==> config.mk <==
export PLATFORM = sky130hd
export DESIGN_NAME = wbm_pwm_fader
export DESIGN_NICKNAME = d
export VERILOG_FILES = /design/src/rtl/wbm_pwm_fader.sv
export SDC_FILE = /design/constraint.sdc
export NUM_CORES = 1
export LEC_CHECK = 0
export ABC_AREA = 1
export BUFFER_PORTS_ARGS = -buffer_cell sky130_fd_sc_hd__buf_2
export CAP_MARGIN = 20
export CORE_UTILIZATION = 40
export DETAILED_ROUTE_END_ITERATION = 6
export SLEW_MARGIN = 20
export SYNTH_ARGS = -nofsm -noshare
export SYNTH_HDL_FRONTEND = slang
export SYNTH_SLANG_ARGS = --single-unit
==> constraint.sdc <==
create_clock -name clk -period 5.9 [get_ports clk]
set_input_delay 0.295 -clock clk [delete_from_list [all_inputs] [get_ports clk]]
set_output_delay 0.295 -clock clk [all_outputs]
set_load 0.02 [all_outputs]
==> src/rtl/wbm_pwm_fader.sv <==
`default_nettype none
// ============================================================================
// Module   : wbm_pwm_fader
// Purpose  : Autonomous Wishbone master that ramps per-channel PWM duty values
//            one LSB per step tick toward software-loaded targets. It issues a
//            single write cycle to the PWM slave for every channel whose duty
//            changed. Channels are served in round-robin order.
// Ports    : clk, rst          - system clock, synchronous active-high reset
//            set_valid         - load set_target into tgt[set_channel]
//            set_channel       - channel index (out-of-range loads ignored)
//            set_target        - target duty, 0xFF = 100 %
//            busy              - any ramp, pending write or write in flight
//            wb_stb / wb_we    - bus strobe / write enable (identical)
//            wb_adr / wb_dat_c - channel index (zero-extended) / duty value
//            wb_ack            - slave acknowledge
// Revision : 1.0 - initial release
// ============================================================================
module wbm_pwm_fader #(
    parameter int CHANNEL_NUM = 4,
    parameter int STEP_TICKS  = 1024,
    parameter int ADR_W       = 4
) (
    input  logic                           clk,
    input  logic                           rst,
    input  logic                           set_valid,
    input  logic [$clog2(CHANNEL_NUM)-1:0] set_channel,
    input  logic [7:0]                     set_target,
    output logic                           busy,
    output logic                           wb_stb,
    output logic                           wb_we,
    output logic [ADR_W-1:0]               wb_adr,
    output logic [7:0]                     wb_dat_c,
    input  logic                           wb_ack
);

    localparam int c_CH_W  = $clog2(CHANNEL_NUM);
    localparam int c_CNT_W = $clog2(STEP_TICKS);

    typedef enum logic [0:0] {
        ST_IDLE = 1'b0,
        ST_SEND = 1'b1
    } state_t;

    state_t                   r_state;
    state_t                   w_state_nxt;
    logic [c_CNT_W-1:0]       r_step_cnt;
    logic                     w_step;
    logic [7:0]               r_cur [CHANNEL_NUM];
    logic [7:0]               r_tgt [CHANNEL_NUM];
    logic [7:0]               w_cur_nxt [CHANNEL_NUM];
    logic [7:0]               w_tgt_nxt [CHANNEL_NUM];
    logic [CHANNEL_NUM-1:0]   r_dirty;
    logic [CHANNEL_NUM-1:0]   w_dirty_nxt;
    logic [CHANNEL_NUM-1:0]   w_moved;
    logic [c_CH_W-1:0]        r_rr;
    logic [c_CH_W-1:0]        w_rr_nxt;
    logic [c_CH_W-1:0]        w_sel;
    logic [c_CH_W:0]          w_cand;
    logic                     w_found;
    logic                     w_take;
    logic                     w_busy_nxt;

    assign w_step = (r_step_cnt == c_CNT_W'(STEP_TICKS - 1));
    assign wb_stb = (r_state == ST_SEND);
    assign wb_we  = wb_stb;

    // Ramp step and target load. The step compares against the target that
    // is registered now, so a load in the same cycle only affects later steps.
    always_comb begin
        for (int ch = 0; ch < CHANNEL_NUM; ch++) begin
            w_cur_nxt[ch] = r_cur[ch];
            w_moved[ch]   = 1'b0;
            if (w_step && (r_cur[ch] < r_tgt[ch])) begin
                w_cur_nxt[ch] = r_cur[ch] + 8'd1;
                w_moved[ch]   = 1'b1;
            end else if (w_step && (r_cur[ch] > r_tgt[ch])) begin
                w_cur_nxt[ch] = r_cur[ch] - 8'd1;
                w_moved[ch]   = 1'b1;
            end
            w_tgt_nxt[ch] = r_tgt[ch];
            if (set_valid && (int'(set_channel) == ch)) begin
                w_tgt_nxt[ch] = set_target;
            end
        end
    end

    // Round-robin search starting at r_rr; candidate wraps modulo CHANNEL_NUM.
    always_comb begin
        w_found = 1'b0;
        w_sel   = '0;
        w_cand  = '0;
        for (int i = 0; i < CHANNEL_NUM; i++) begin
            w_cand = {1'b0, r_rr} + (c_CH_W+1)'(i);
            if (w_cand >= (c_CH_W+1)'(CHANNEL_NUM)) begin
                w_cand = w_cand - (c_CH_W+1)'(CHANNEL_NUM);
            end
            if (!w_found && r_dirty[w_cand[c_CH_W-1:0]]) begin
                w_found = 1'b1;
                w_sel   = w_cand[c_CH_W-1:0];
            end
        end
    end

    // Next-state logic; w_take marks the cycle that latches a write.
    always_comb begin
        w_state_nxt = r_state;
        w_take      = 1'b0;
        case (r_state)
            ST_IDLE: begin
                if (w_found) begin
                    w_take      = 1'b1;
                    w_state_nxt = ST_SEND;
                end
            end
            ST_SEND: begin
                if (wb_ack) begin
                    w_state_nxt = ST_IDLE;
                end
            end
            default: w_state_nxt = ST_IDLE;
        endcase
    end

    // A step that moves the channel being taken keeps it dirty, so the newer
    // value is written later and the last write always matches cur.
    always_comb begin
        w_busy_nxt = (w_state_nxt == ST_SEND);
        for (int ch = 0; ch < CHANNEL_NUM; ch++) begin
            w_dirty_nxt[ch] = (r_dirty[ch] && !(w_take && (w_sel == c_CH_W'(ch))))
                              || w_moved[ch];
            if (w_dirty_nxt[ch] || (w_cur_nxt[ch] != w_tgt_nxt[ch])) begin
                w_busy_nxt = 1'b1;
            end
        end
        w_rr_nxt = r_rr;
        if (w_take) begin
            w_rr_nxt = (w_sel == c_CH_W'(CHANNEL_NUM - 1)) ? '0 : w_sel + c_CH_W'(1);
        end
    end

    always_ff @(posedge clk) begin
        if (rst) begin
            r_state    <= ST_IDLE;
            r_step_cnt <= '0;
            r_rr       <= '0;
            // All channels start dirty so the PWM is resynchronised to zero.
            r_dirty    <= '1;
            busy       <= 1'b0;
            wb_adr     <= '0;
            wb_dat_c   <= '0;
            for (int ch = 0; ch < CHANNEL_NUM; ch++) begin
                r_cur[ch] <= '0;
                r_tgt[ch] <= '0;
            end
        end else begin
            r_state    <= w_state_nxt;
            r_step_cnt <= w_step ? '0 : r_step_cnt + c_CNT_W'(1);
            r_rr       <= w_rr_nxt;
            r_dirty    <= w_dirty_nxt;
            busy       <= w_busy_nxt;
            for (int ch = 0; ch < CHANNEL_NUM; ch++) begin
                r_cur[ch] <= w_cur_nxt[ch];
                r_tgt[ch] <= w_tgt_nxt[ch];
            end
            if (w_take) begin
                wb_adr   <= ADR_W'(w_sel);
                wb_dat_c <= r_cur[w_sel];
            end
        end
    end

endmodule
`default_nettype wire

# Word level (Yosys, flattened, before mapping)
# Memories as Yosys holds them, arrays and structs flattened. A register that Yosys moved wholly into a read port is not among the register bits.
# Cells that the tools add are included.
[op_classes]
n_bitwise = 9
eq_ne = 11
order_cmp = 16
addsub = 17
n_mux = 60
reduce_logical = 41
[op_table]
columns = ["cell", "n"]
rows = [
  ["8-bit two-way mux", 20],
  ["8-bit by 1-bit adder with 8-bit output, second input constant", 4],
  ["8-bit greater-than comparator", 4],
  ["8-bit < comparator", 4],
  ["8-bit != test", 4],
  ["8-bit by 1-bit subtractor with 8-bit output, second input constant", 4],
  ["1-bit two-way mux", 26],
  ["1-bit logical AND", 23],
  ["2-bit two-way mux", 9],
  ["2-bit by 3-bit < comparator with 1-bit output, second input constant", 4],
  ["10-bit by 1-bit adder with 10-bit output, second input constant", 1],
  ["10-bit equality test, second input constant", 1],
  ["3-bit >= comparator, second input constant", 3],
  ["1-bit binary-select mux with 2-bit select", 4],
  ["2-bit equality test, second input constant", 4],
  ["1-bit logical OR", 8],
  ["1-bit bitwise OR", 8],
  ["2-bit by 1-bit subtractor with 2-bit output, second input constant", 4],
  ["1-bit logical NOT", 7],
  ["2-bit by 2-bit adder with 3-bit output, second input constant", 2],
  ["2-bit by 1-bit equality test with 1-bit output, second input constant", 2],
  ["2-bit logical NOT", 2],
  ["2-bit by 1-bit adder with 3-bit output, second input constant", 1],
  ["2-bit by 3-bit >= comparator with 1-bit output, second input constant", 1],
  ["4 further kinds", 4],
]
[totals]
ff_bits = 20
inputBits = 14
ram_bits = 64
mem_count = 2
[memory_table]
columns = ["name", "depth", "word_bits", "rd", "rd_ports_with_merged_regs", "wr", "line", "text"]
rows = [
  ["r_cur", 4, 8, 5, 1, 4, "48", "logic [7:0] r_cur [CHANNEL_NUM];"],
  ["r_tgt", 4, 8, 4, 0, 4, "49", "logic [7:0] r_tgt [CHANNEL_NUM];"],
]

# Logic depth before layout (Yosys ltp)
# Gate-level depths: netlist (run 1).
[depth]
word_depth = 25
ltp_mapped = 23
mapped_depth_nobuf = 23

# Worst setup path after synthesis (run 1)
# Ideal clock, no wire load.
[synth_path]
path_type = "flip-flop to flip-flop"
start = "register r_rr[0]"
end = "register busy"
path_slack_ns = 3.456
t_required_ns = 5.772
path_stages_with_launch = 22
arrival_time_ns = 2.316
synth_period_minus_slack_ns = 2.444
setup_time_ns = 0.128
cell_sequence = "dfxtp_1 buf_4 inv_2 nand2_1 nand3_1 nand2_1 nor2_2 nand3b_1 nand2_1 nand2_1 inv_2 buf_2 ha_1 nand3_1 a21oi_1 nand2_1 nor2_1 nand3_1 nor2_1 nand3_1 nor2_1 nor2_1"
[synth_via]
elab_cells_between_ends = 68
[synth_lines]
columns = ["element", "line", "text"]
rows = [
  ["start, declared", "55", "logic [c_CH_W-1:0] r_rr;"],
  ["start signal, assigned", "158", "r_rr <= w_rr_nxt;"],
  ["branches (longest 13 deep; another with 2-bit by 1-bit adder with 3-bit output)", "n/a", ""],
  ["2-bit two-way mux *", "97", "if (!w_found && r_dirty[w_cand[c_CH_W-1:0]]) begin"],
  ["via w_sel[0]", "57", "logic [c_CH_W-1:0] w_sel;"],
  ["2-bit logical NOT", "129", "w_dirty_nxt[ch] = (r_dirty[ch] && !(w_take && (w_sel == c_CH_W'(ch))))"],
  ["1-bit logical AND", "129", ""],
  ["1-bit logical NOT", "129", ""],
  ["1-bit logical AND", "129", ""],
  ["1-bit logical OR", "130", "|| w_moved[ch];"],
  ["1-bit logical OR", "131", "if (w_dirty_nxt[ch] || (w_cur_nxt[ch] != w_tgt_nxt[ch])) begin"],
  ["1-bit two-way mux (3 in series)", "131", ""],
  ["1-bit two-way mux *", "131", ""],
  ["end signal, assigned", "160", "busy <= w_busy_nxt;"],
  ["end, declared", "28", "output logic busy,"],
]
# Mark *: on every way through the listed nets, which the timed path passes. The select of a mux whose other input is x is not followed.
# A chain may end at the register's enable or synchronous reset.

# Worst setup path in the final report (run 1)
[layout_path]
start = "register r_rr[0]"
end = "register busy"
[layout_via]
elab_chain_cells = 25
elab_cells_between_ends = 68
[layout_lines]
columns = ["element", "line"]
rows = [
  ["branches (longest 24 deep; another with 2-bit by 1-bit adder with 3-bit output)", "n/a"],
  ["1-bit two-way mux *", "131"],
]
# Every way passes the cells marked *. The select of a mux whose other input is x is not followed.

==> impl_metrics.py, run 1 <==
metrics = {
    "sta": {
        "slew_headroom_pct": 45.8,
        "setup_violations": 0,
        "fin_crit_sh_pct": 57.2,
        "grt_setup_unrepaired": "no",
        "setup_tns_ps": 0,
        "slew_viol_final": 0,
        "period_minus_slack_ps": 3370,
        "fin_ws_ps": 2530,
        "max_clock_freq_ghz": 0.296,
        "hold_viol_final": 0,
        "skew_ps": 8.38,
        "timing_worst_slew_pin_value_ps": 813,
    },
    "setup_path": {
        "crit_arrival_ps": 3590,
        "start_kind": "flip-flop",
        "worstRegToRegCells": 20,
        "path_class": "reg -> reg",
        "required_ps": 6110,
        "end_kind": "flip-flop",
        "worstPathMaxFanout": 22,
    },
    "min_path": {
        "hold_depth": 3,
        "hp-class": "in -> reg",
    },
    "synthesis": {
        "ys_seq_elements": 92,
        "ys_async_sr_fraction_pct": 0,
        "synth.top_cell.area_share_pct": 27.5,
        "ys_top_cells_by_area": "dfxtp_1 (27%), nand2_1 (19%), ha_1 (8.4%)",
        "yosys_warnings": 0,
        "synth_most_common_cell": "nand2_1",
        "ys.flop_type": "dfxtp_1",
        "ys_types": 39,
        "yosysSeqAreaShare_pct": 27.5,
        "syn_area_um2": 6700,
        "synth_largest_area_cell": "dfxtp_1",
        "syn-instance-count": 1093,
        "synthTopCellsByCount": "nand2_1 (336), inv_1 (146), nor2_1 (130), nand3_1 (104), dfxtp_1 (92)",
        "synth-edff-count": 0,
        "synth.avg_cell_area_um2": 6.13,
    },
    "global_routing": {
        "gr-total-overflow": 0,
        "grt_pass1_wl_mm": 31.0,
        "grt_pass1_vias": 5975,
        "grt_max_degree": 69,
        "antenna_found_initial": 0,
        "gr-usage-all-layers_pct": 23.0,
    },
    "floorplan": {
        "die-area_um2": 17300,
        "boundaryPins": 29,
        "die_y_um": 131,
        "initial_core_util_pct": 41.6,
        "core_um2": 16100,
        "rows": 46,
        "die_x_um": 131,
    },
    "clocking": {
        "cts.repair.resized": 0,
        "cts_made_buffers": 9,
        "cts_tree": "built",
        "cts_max_path_buffers": 2,
        "clk_pin_slew_worst_paths_ps": 70,
        "postCtsSetupRepairBufs": 0,
        "clockRootBuffer": "clkbuf_16",
        "cts-hold-fix-buffers": 0,
        "htreeDepth": 3,
        "clk_latency_ps": 360,
        "clock-sinks": 92,
    },
    "status": {
        "status": "finished clean",
    },
    "cells_and_area": {
        "n_antenna_cell": 0,
        "fillers": 1761,
        "areaGrowthSynthToFinish_pct": 8.84,
        "drive_gt1_share_pct": 6.56,
        "final_nets": 1167,
    },
    "route": {
        "ant_nets": 0,
        "drt-pass1-iter-count": 5,
        "vias": 6663,
        "via_per_inst": 5.01,
        "drt-total-wl_mm": 19.4,
        "drtIter0Drc": 365,
        "wl_per_cell_um": 14.6,
        "drc_errors": 0,
    },
    "pwr": {
        "power_density_nw_per_um2": 274,
        "p_leak_nw": 3.95,
        "irDropWorstVdd_mv": 0.147,
    },
    "place": {
        "dp.final_hpwl_mm": 14.7,
        "dp_slack_ps": 2550,
        "port_buffers": 26,
        "gp_congestion": 0.909,
    },
    "job": {
        "drv_cap": 0,
    },
}
==> final timing paths <==
kind              slack [ps]                     start                        to
setup / recovery        2530      r_rr[0]$_SDFFE_PP0P_           busy$_SDFF_PP0_
hold reg to reg          450  r_step_cnt[0]$_SDFF_PP0_  r_step_cnt[0]$_SDFF_PP0_
hold / removal           240                    wb_ack         wb_stb$_SDFF_PP0_
setup reg to reg        2530      r_rr[0]$_SDFFE_PP0P_           busy$_SDFF_PP0_
==> state kept, by name (all words and copies together) (netlist names) <==
| name | count |
|---|---|
| r_cur | 32 |
| r_step_cnt | 10 |
| wb_dat_c | 8 |
| r_tgt | 32 |
| r_dirty | 4 |
| wb_adr | 2 |
| wb_stb | 1 |
| r_rr | 2 |
| busy | 1 |
==> cell families (layout without fill, tap and decap cells) <==
group	after synthesis	in the layout	synth area share (%)
AND/OR/NAND/NOR	654	654	42.9
buffers and inverters	181	200	10.6
AO/OA/AOI/OAI	108	108	9.00
flip-flops	92	92	27.5
adder cells (fa/ha/maj)	45	45	8.41
XOR/XNOR	12	12	1.57
other	1	2	0.0560
==> stage by stage <==
stage / total power [mW] / area (um2) / cells / utilization, % / hold WS [ps]
floorplan: 1.26 / 6700 / 1094 / - / 418
global placement: 1.41 / 6990 / 1313 / 43.4 / 431
detailed placement: 1.42 / 6990 / 1313 / 43.4 / 439
CTS: 2.02 / 7290 / 1329 / 45.2 / 229
global route: 2.13 / 7290 / 1329 / 45.2 / 238
finish: 2.00 / 7290 / 1329 / 45.2 / 237
==> worst max-delay path: stages (launching register included) <==
cell	delay (ps)
dfxtp_1	520
inv_2	110
nand2_1	70
nand2_1	90
nand2_1	90
nand2_1	70
nor2_2	150
nand3b_1	160
nand2_1	90
nand2_1	430
inv_2	420
ha_1	220
nand3_1	80
a21oi_1	170
nand2_1	70
nor2_1	80
nand3_1	90
nor2_1	100
nand3_1	80
nor2_1	90
nor2_1	40
==> where the power goes <==
group	leakage [nW]	internal [mW]	switching, mW	total, mW
Combinational	3.06	0.219	0.478	0.696
Clock	0.143	0.315	0.277	0.591
Sequential	0.750	0.676	0.0354	0.711
==> placed cells by master, fill, tap and decap left out, types with 2 or more instances in the layout <==
cell / count
nand2_2: 2
and2_1: 3
xor2_1: 8
clkbuf_8: 2
nand3_1: 104
nand4_1: 28
or2_1: 2
o211ai_1: 16
a21o_1: 3
nand3b_1: 17
buf_4: 2
ha_1: 45
o21ai_1: 2
inv_2: 6
nor2_1: 130
inv_1: 146
dfxtp_1: 92
o21ai_2: 2
inv_6: 3
o21ai_0: 48
nor3_1: 12
conb_1: 2
nand3_2: 5
buf_2: 26
nand3_4: 2
clkinv_1: 4
clkbuf_16: 9
nor2_2: 7
a21oi_1: 34
nand2_4: 2
xnor2_1: 4
nand2_1: 336
==> final cells by class <==
class,instances,area [um2],area share (%)
Clock buffer,11,253,3.47
Inverter,156,586,8.03
Tap cell,216,270,3.71
Timing Repair Buffer,28,145,1.99
Clock inverter,5,42.5,0.584
Sequential cell,92,1840,25.3
Multi-Input combinational cell,821,4150,57.0
==> routing by layer <==
metal	vias to the layer above	routed length (um)	part of all wire, %	global-route usage [%]
met4	0	384	2.0	7.17
met3	28	1030	5.3	3.90
met5	-	0	0	0
met2	119	8640	45	37.2
met1	2984	9300	48	30.9
li1	3532	-	-	-
No activity file was read; power rests on OpenSTA's default activity.
==> inputs of run 2 (changes only) <==
==> constraint.sdc (replaced) <==
create_clock -name clk -period 3.15 [get_ports clk]
set_input_delay 0.1575 -clock clk [delete_from_list [all_inputs] [get_ports clk]]
set_output_delay 0.1575 -clock clk [all_outputs]
set_load 0.02 [all_outputs]
==> run 2 against run 1 <==
Clock skew decreased by 1.5 ps. Clock-buffer cell count unchanged. Sequential share of layout area decreased by 0.31 points. Sequential cell count unchanged. Final cell count increased by 0.98%. Utilization increased by 0.60 points. Routed wire length increased by 1.3%. Largest cell class unchanged.
==> impl_metrics.py, run 2 (same netlist as run 1, synthesis figures left out) <==
metrics = {
    "status": {
        "status": "finished clean",
    },
    "floorplan": {
        "boundaryPins": 29,
        "die-area_um2": 17300,
        "die_x_um": 131,
        "core_um2": 16100,
        "initial_core_util_pct": 41.6,
        "rows": 46,
        "die_y_um": 131,
    },
    "global_routing": {
        "use_met2_pct": 37.2,
        "grt_pass1_vias": 6000,
        "antenna_found_initial": 0,
        "grt_busiest_layer": "met2",
        "grt_pass1_wl_mm": 31.5,
        "grt_max_degree": 68,
        "grtUsageMet1_pct": 31.9,
        "gr-usage-all-layers_pct": 23.5,
        "gr-total-overflow": 0,
        "met3_usage_pct": 4.63,
    },
    "clocking": {
        "clk_latency_ps": 360,
        "cts_tree": "built",
        "cts_max_path_buffers": 2,
        "cts_made_buffers": 9,
        "postCtsSetupRepairBufs": 0,
        "clockRootBuffer": "clkbuf_16",
        "clock-sinks": 92,
        "htreeDepth": 3,
        "clk_pin_slew_worst_paths_ps": 70,
    },
    "sta": {
        "period_minus_slack_ps": 2740,
        "setup_tns_ps": 0,
        "grt_setup_unrepaired": "no",
        "setup_violations": 0,
        "slew_viol_final": 0,
        "hold_viol_final": 0,
        "timing_worst_slew_pin_value_ps": 783,
        "max_clock_freq_ghz": 0.365,
        "hold_ws_ps": 92.4,
        "skew_ps": 6.84,
        "slew_headroom_pct": 47.8,
        "fin_crit_sh_pct": 86.9,
    },
    "cells_and_area": {
        "n_antenna_cell": 0,
        "layout_commonest_cell": "nand2_1",
        "reg_top3": "r_cur: 32 flops, r_tgt: 32 flops, r_step_cnt: 10 flops",
        "final_nets": 1180,
        "areaGrowthSynthToFinish_pct": 10.3,
        "drive_gt1_share_pct": 7.55,
        "mostFrequentLayoutCells": "nand2_1 (336), inv_1 (146), nor2_1 (130)",
    },
    "route": {
        "drt-total-wl_mm": 19.6,
        "via_per_inst": 4.99,
        "drt-pass1-iter-count": 5,
        "drc_errors": 0,
        "wl_per_cell_um": 14.6,
        "drtIter0Drc": 547,
        "vias": 6701,
        "ant_nets": 0,
    },
    "pwr": {
        "p_leak_nw": 4.02,
        "power_density_nw_per_um2": 521,
        "irDropWorstVdd_mv": 0.326,
    },
    "setup_path": {
        "start_kind": "flip-flop",
        "path_class": "reg -> reg",
        "worstRegToRegCells": 17,
        "worstPathMaxFanout": 7,
        "crit_arrival_ps": 2950,
        "end_kind": "flip-flop",
        "required_ps": 3370,
    },
    "job": {
        "drv_cap": 0,
    },
    "place": {
        "gp_congestion": 0.909,
        "port_buffers": 26,
        "dp.final_hpwl_mm": 15.2,
    },
    "min_path": {
        "hp-class": "in -> reg",
        "hold_depth": 3,
    },
}
run 2: layer usage:
layer  vias to the layer above  part of all wire (%)
met4                         0                   2.5
met2                       149                    44
met3                        29                   4.9
met5                         -                     0
li1                       3560                     -
met1                      2963                    49
run 2: worst max-delay path, stage by stage (launching register included):
cell      delay, ps
dfxtp_1         520
ha_1            310
nand2_1          70
inv_1            40
nand2_1          50
nand2_1          40
nand2_1         180
nand2_1         200
nor2_1          250
nand2_1         150
nand3b_1        110
nand2_1          60
nor2_1          180
nand2_1          70
nor2_1          100
nand3_1          90
nor2_1          100
nor2_1           40
run 2: cell type report:
type / count / area, um2
Fill cell: 1730 / 8730
Multi-Input combinational cell: 821 / 4150
Sequential cell: 92 / 1840
Inverter: 156 / 586
Tap cell: 216 / 270
Timing Repair Buffer: 41 / 243
Clock buffer: 11 / 233
Clock inverter: 5 / 60.1
run 2: worst paths after layout:
path	start	endpoint	slack [ps]
setup / recovery	r_cur[0][3]$_SDFF_PP0_	busy$_SDFF_PP0_	410
setup reg to reg	r_cur[0][3]$_SDFF_PP0_	busy$_SDFF_PP0_	410
hold / removal	wb_ack	wb_stb$_SDFF_PP0_	90
hold reg to reg	r_step_cnt[0]$_SDFF_PP0_	r_step_cnt[0]$_SDFF_PP0_	450
run 2: through the flow:
| step | power, mW | worst slack [ps] | cells | cell area [um2] | util [%] |
|---|---|---|---|---|---|
| floorplan | 2.37 | 706 | 1094 | 6700 | - |
| global placement | 2.74 | 374 | 1326 | 7090 | 44.0 |
| finish | 3.85 | 413 | 1342 | 7390 | 45.8 |
| detailed placement | 2.74 | 342 | 1326 | 7090 | 44.0 |
| CTS | 3.88 | 330 | 1342 | 7380 | 45.8 |
| global route | 4.13 | 130 | 1342 | 7390 | 45.8 |
run 2: report_power, final:
group          total, mW  internal (mW)  switching [mW]
combinational       1.39          0.472           0.915
clock               1.12          0.623           0.502
sequential          1.34           1.27          0.0686
total               3.85           2.36            1.49
run 2: timing repair:
| action | in CTS | in global routing |
|---|---|---|
| resized for setup | 0 | 1 |
| hold buffers | 0 | 0 |
| setup endpoints to repair | 0 | 1 |
==> inputs of run 3 (changes only) <==
--- a/config.mk
+++ b/config.mk
@@ -8,8 +8,10 @@
 export ABC_AREA = 1
 export BUFFER_PORTS_ARGS = -buffer_cell sky130_fd_sc_hd__buf_2
 export CAP_MARGIN = 20
+export CORE_ASPECT_RATIO = 1.2
 export CORE_UTILIZATION = 40
 export DETAILED_ROUTE_END_ITERATION = 6
+export PLACE_DENSITY = 0.58
 export SLEW_MARGIN = 20
 export SYNTH_ARGS = -nofsm -noshare
 export SYNTH_HDL_FRONTEND = slang
==> run 3 against run 2 <==
Global-route usage increased by 0.76 points. Register-to-register slack got worse by 60 ps. Critical endpoint unchanged. Sequential power about the same. Sequential share of layout area decreased by 0.080 points. Non-clock buffer count increased by 2. Design area increased by 0.32%. Largest cell class unchanged. Combinational power increased by 4%. Highest routed layer unchanged.
==> impl_metrics.py, run 3 (same netlist as run 1, synthesis figures left out) <==
metrics = {
    "status": {
        "status": "finished clean",
    },
    "route": {
        "vias": 6751,
        "via_per_inst": 5.04,
        "drtIter0Drc": 534,
        "wl_per_cell_um": 14.9,
        "drt-pass1-iter-count": 5,
        "ant_nets": 0,
        "drc_errors": 0,
        "drt-total-wl_mm": 20.0,
    },
    "setup_path": {
        "path_class": "reg -> reg",
        "start_kind": "flip-flop",
        "cp_slowest_cell": "dfxtp_2",
        "path_cells": "inv_2 > nand2_1 > nand2_1 > nand2_1 > nand2_1 > nor2_2 > nand3b_1 > nand4_1 > o21ai_2 > inv_1 > ha_1 > inv_1 > o21ai_0 > nand3_1 > nor2_1 > nand3_1 > nor2_1 > nand3_1 > nor2_1 > nor2_1",
        "worstPathMaxFanout": 10,
        "critPathMaxStageDelay_ps": 430,
        "required_ps": 3370,
        "end_kind": "flip-flop",
        "crit_arrival_ps": 3010,
    },
    "place": {
        "gp_congestion": 0.905,
        "dp.cells": 1324,
        "port_buffers": 26,
        "dp_slack_ps": 279,
        "dp.final_hpwl_mm": 15.5,
    },
    "pwr": {
        "power_density_nw_per_um2": 536,
        "pwr-share-clk_pct": 29.6,
        "power_frac_comb_pct": 36.6,
        "p_leak_nw": 4.03,
        "internal-power_mw": 2.35,
        "sw_frac_of_total_pct": 40.8,
        "p_seq_share_pct": 33.8,
        "irDropWorstVdd_mv": 0.258,
        "power.switching_mw": 1.62,
    },
    "floorplan": {
        "die-area_um2": 17300,
        "die_y_um": 144,
        "rows": 51,
        "die_x_um": 120,
        "initial_core_util_pct": 41.2,
        "boundaryPins": 29,
        "core_um2": 16300,
    },
    "global_routing": {
        "antenna_found_initial": 0,
        "grt_pass1_vias": 6014,
        "grt_pass1_wl_mm": 31.9,
        "gr-usage-all-layers_pct": 24.2,
        "grtUsageMet1_pct": 30.5,
        "use_met2_pct": 40.5,
        "grt_max_degree": 68,
        "met3_usage_pct": 3.97,
        "gr-total-overflow": 0,
        "grt_busiest_layer": "met2",
    },
    "cells_and_area": {
        "layout_commonest_cell": "nand2_1",
        "reg_top3": "r_cur: 32 flops, r_tgt: 32 flops, r_step_cnt: 10 flops",
        "areaGrowthSynthToFinish_pct": 10.6,
        "mostFrequentLayoutCells": "nand2_1 (336), inv_1 (146), nor2_1 (130)",
        "n_antenna_cell": 0,
        "final_nets": 1182,
        "post-route-util_pct": 45.5,
        "drive_gt1_share_pct": 7.89,
        "layoutNonFillerInstCount": 1340,
    },
    "clocking": {
        "clk_pin_slew_worst_paths_ps": 70,
        "htreeDepth": 3,
        "cts_made_buffers": 9,
        "clockRootBuffer": "clkbuf_16",
        "cts_tree": "built",
        "clock-sinks": 92,
        "postCtsSetupRepairBufs": 0,
        "cts_max_path_buffers": 2,
        "clk_latency_ps": 360,
    },
    "sta": {
        "period_minus_slack_ps": 2790,
        "hold_viol_final": 0,
        "slew_viol_final": 0,
        "timing_worst_slew_pin_value_ps": 789,
        "fin_crit_sh_pct": 88.6,
        "max_clock_freq_ghz": 0.358,
        "slew_headroom_pct": 47.4,
        "hold_ws_ps": 76.4,
        "skew_ps": 7.76,
        "setup_tns_ps": 0,
        "setup_violations": 0,
        "grt_setup_unrepaired": "no",
        "fin_ws_ps": 358,
    },
    "min_path": {
        "hp-class": "in -> reg",
    },
    "job": {
        "drv_cap": 0,
    },
}
## run 3: cell types whose count changed in the layout (fill, tap and decap cells not counted), sizes merged
| cell | change |
|---|---|
| clkinvlp | +1 |
| buf | +2 |
| clkbuf | -2 |
| inv | +2 |
| clkinv | -1 |
## run 3: what timing repair did
| item | CTS | global route |
|---|---|---|
| gates resized for setup | 0 | 1 |
| endpoints found under the hold margin | 0 | 0 |
| hold buffers | 0 | 0 |
| setup endpoints to repair | 0 | 1 |
## run 3: layer usage
layer / vias up / wire length [um]
met4: 0 / 743
met2: 156 / 9320
met3: 47 / 976
met5: - / 0
met1: 2986 / 8970
li1: 3562 / -
## run 3: metrics by stage
step	area [um2]	power, mW
after CTS	7410	3.99
after detailed placement	7100	2.82
after global routing	7410	4.23
after floorplan	6700	2.37
after global placement	7100	2.83
final	7410	3.97
## run 3: final cells by class
class | instances | area (um2)
fillers | 1784 | 8860
repair buffers | 43 | 258
multi-input cells | 821 | 4150
well taps | 212 | 265
clock inverters | 7 | 81.3
flip-flops and latches | 92 | 1840
inverters | 156 | 586
clock buffers | 9 | 225
## run 3: path summary, 6_finish.rpt
| check | from | endpoint | slack, ps | cells past startpoint |
|---|---|---|---|---|
| min reg2reg | r_step_cnt[0]$_SDFF_PP0_ | r_step_cnt[0]$_SDFF_PP0_ | 450 | 1 |
| max | r_rr[0]$_SDFFE_PP0P_ | busy$_SDFF_PP0_ | 360 | 20 |
| max reg2reg | r_rr[0]$_SDFFE_PP0P_ | busy$_SDFF_PP0_ | 360 | 20 |
| min | wb_ack | wb_stb$_SDFF_PP0_ | 80 | 3 |
## run 3: worst max-delay path: cells and delay by family, from the launching register on
kind | cells | cell delay [ps]
AOI/OAI and AO/OA | 2 | 320
and+or+nand+nor | 14 | 1460
adders and majority gates | 1 | 170
buffers and inverters | 3 | 270
DFF | 1 | 430
## run 3: power groups by stage
| stage | Clock, mW | Combinational (mW) | Sequential [mW] |
|---|---|---|---|
| final | 1.17 | 1.45 | 1.34 |
| after CTS | 1.19 | 1.45 | 1.34 |
| after global placement | 0 | 1.46 | 1.37 |
| after detailed placement | 0 | 1.45 | 1.37 |
| after global routing | 1.24 | 1.63 | 1.36 |
| after floorplan | 0 | 0.969 | 1.40 |
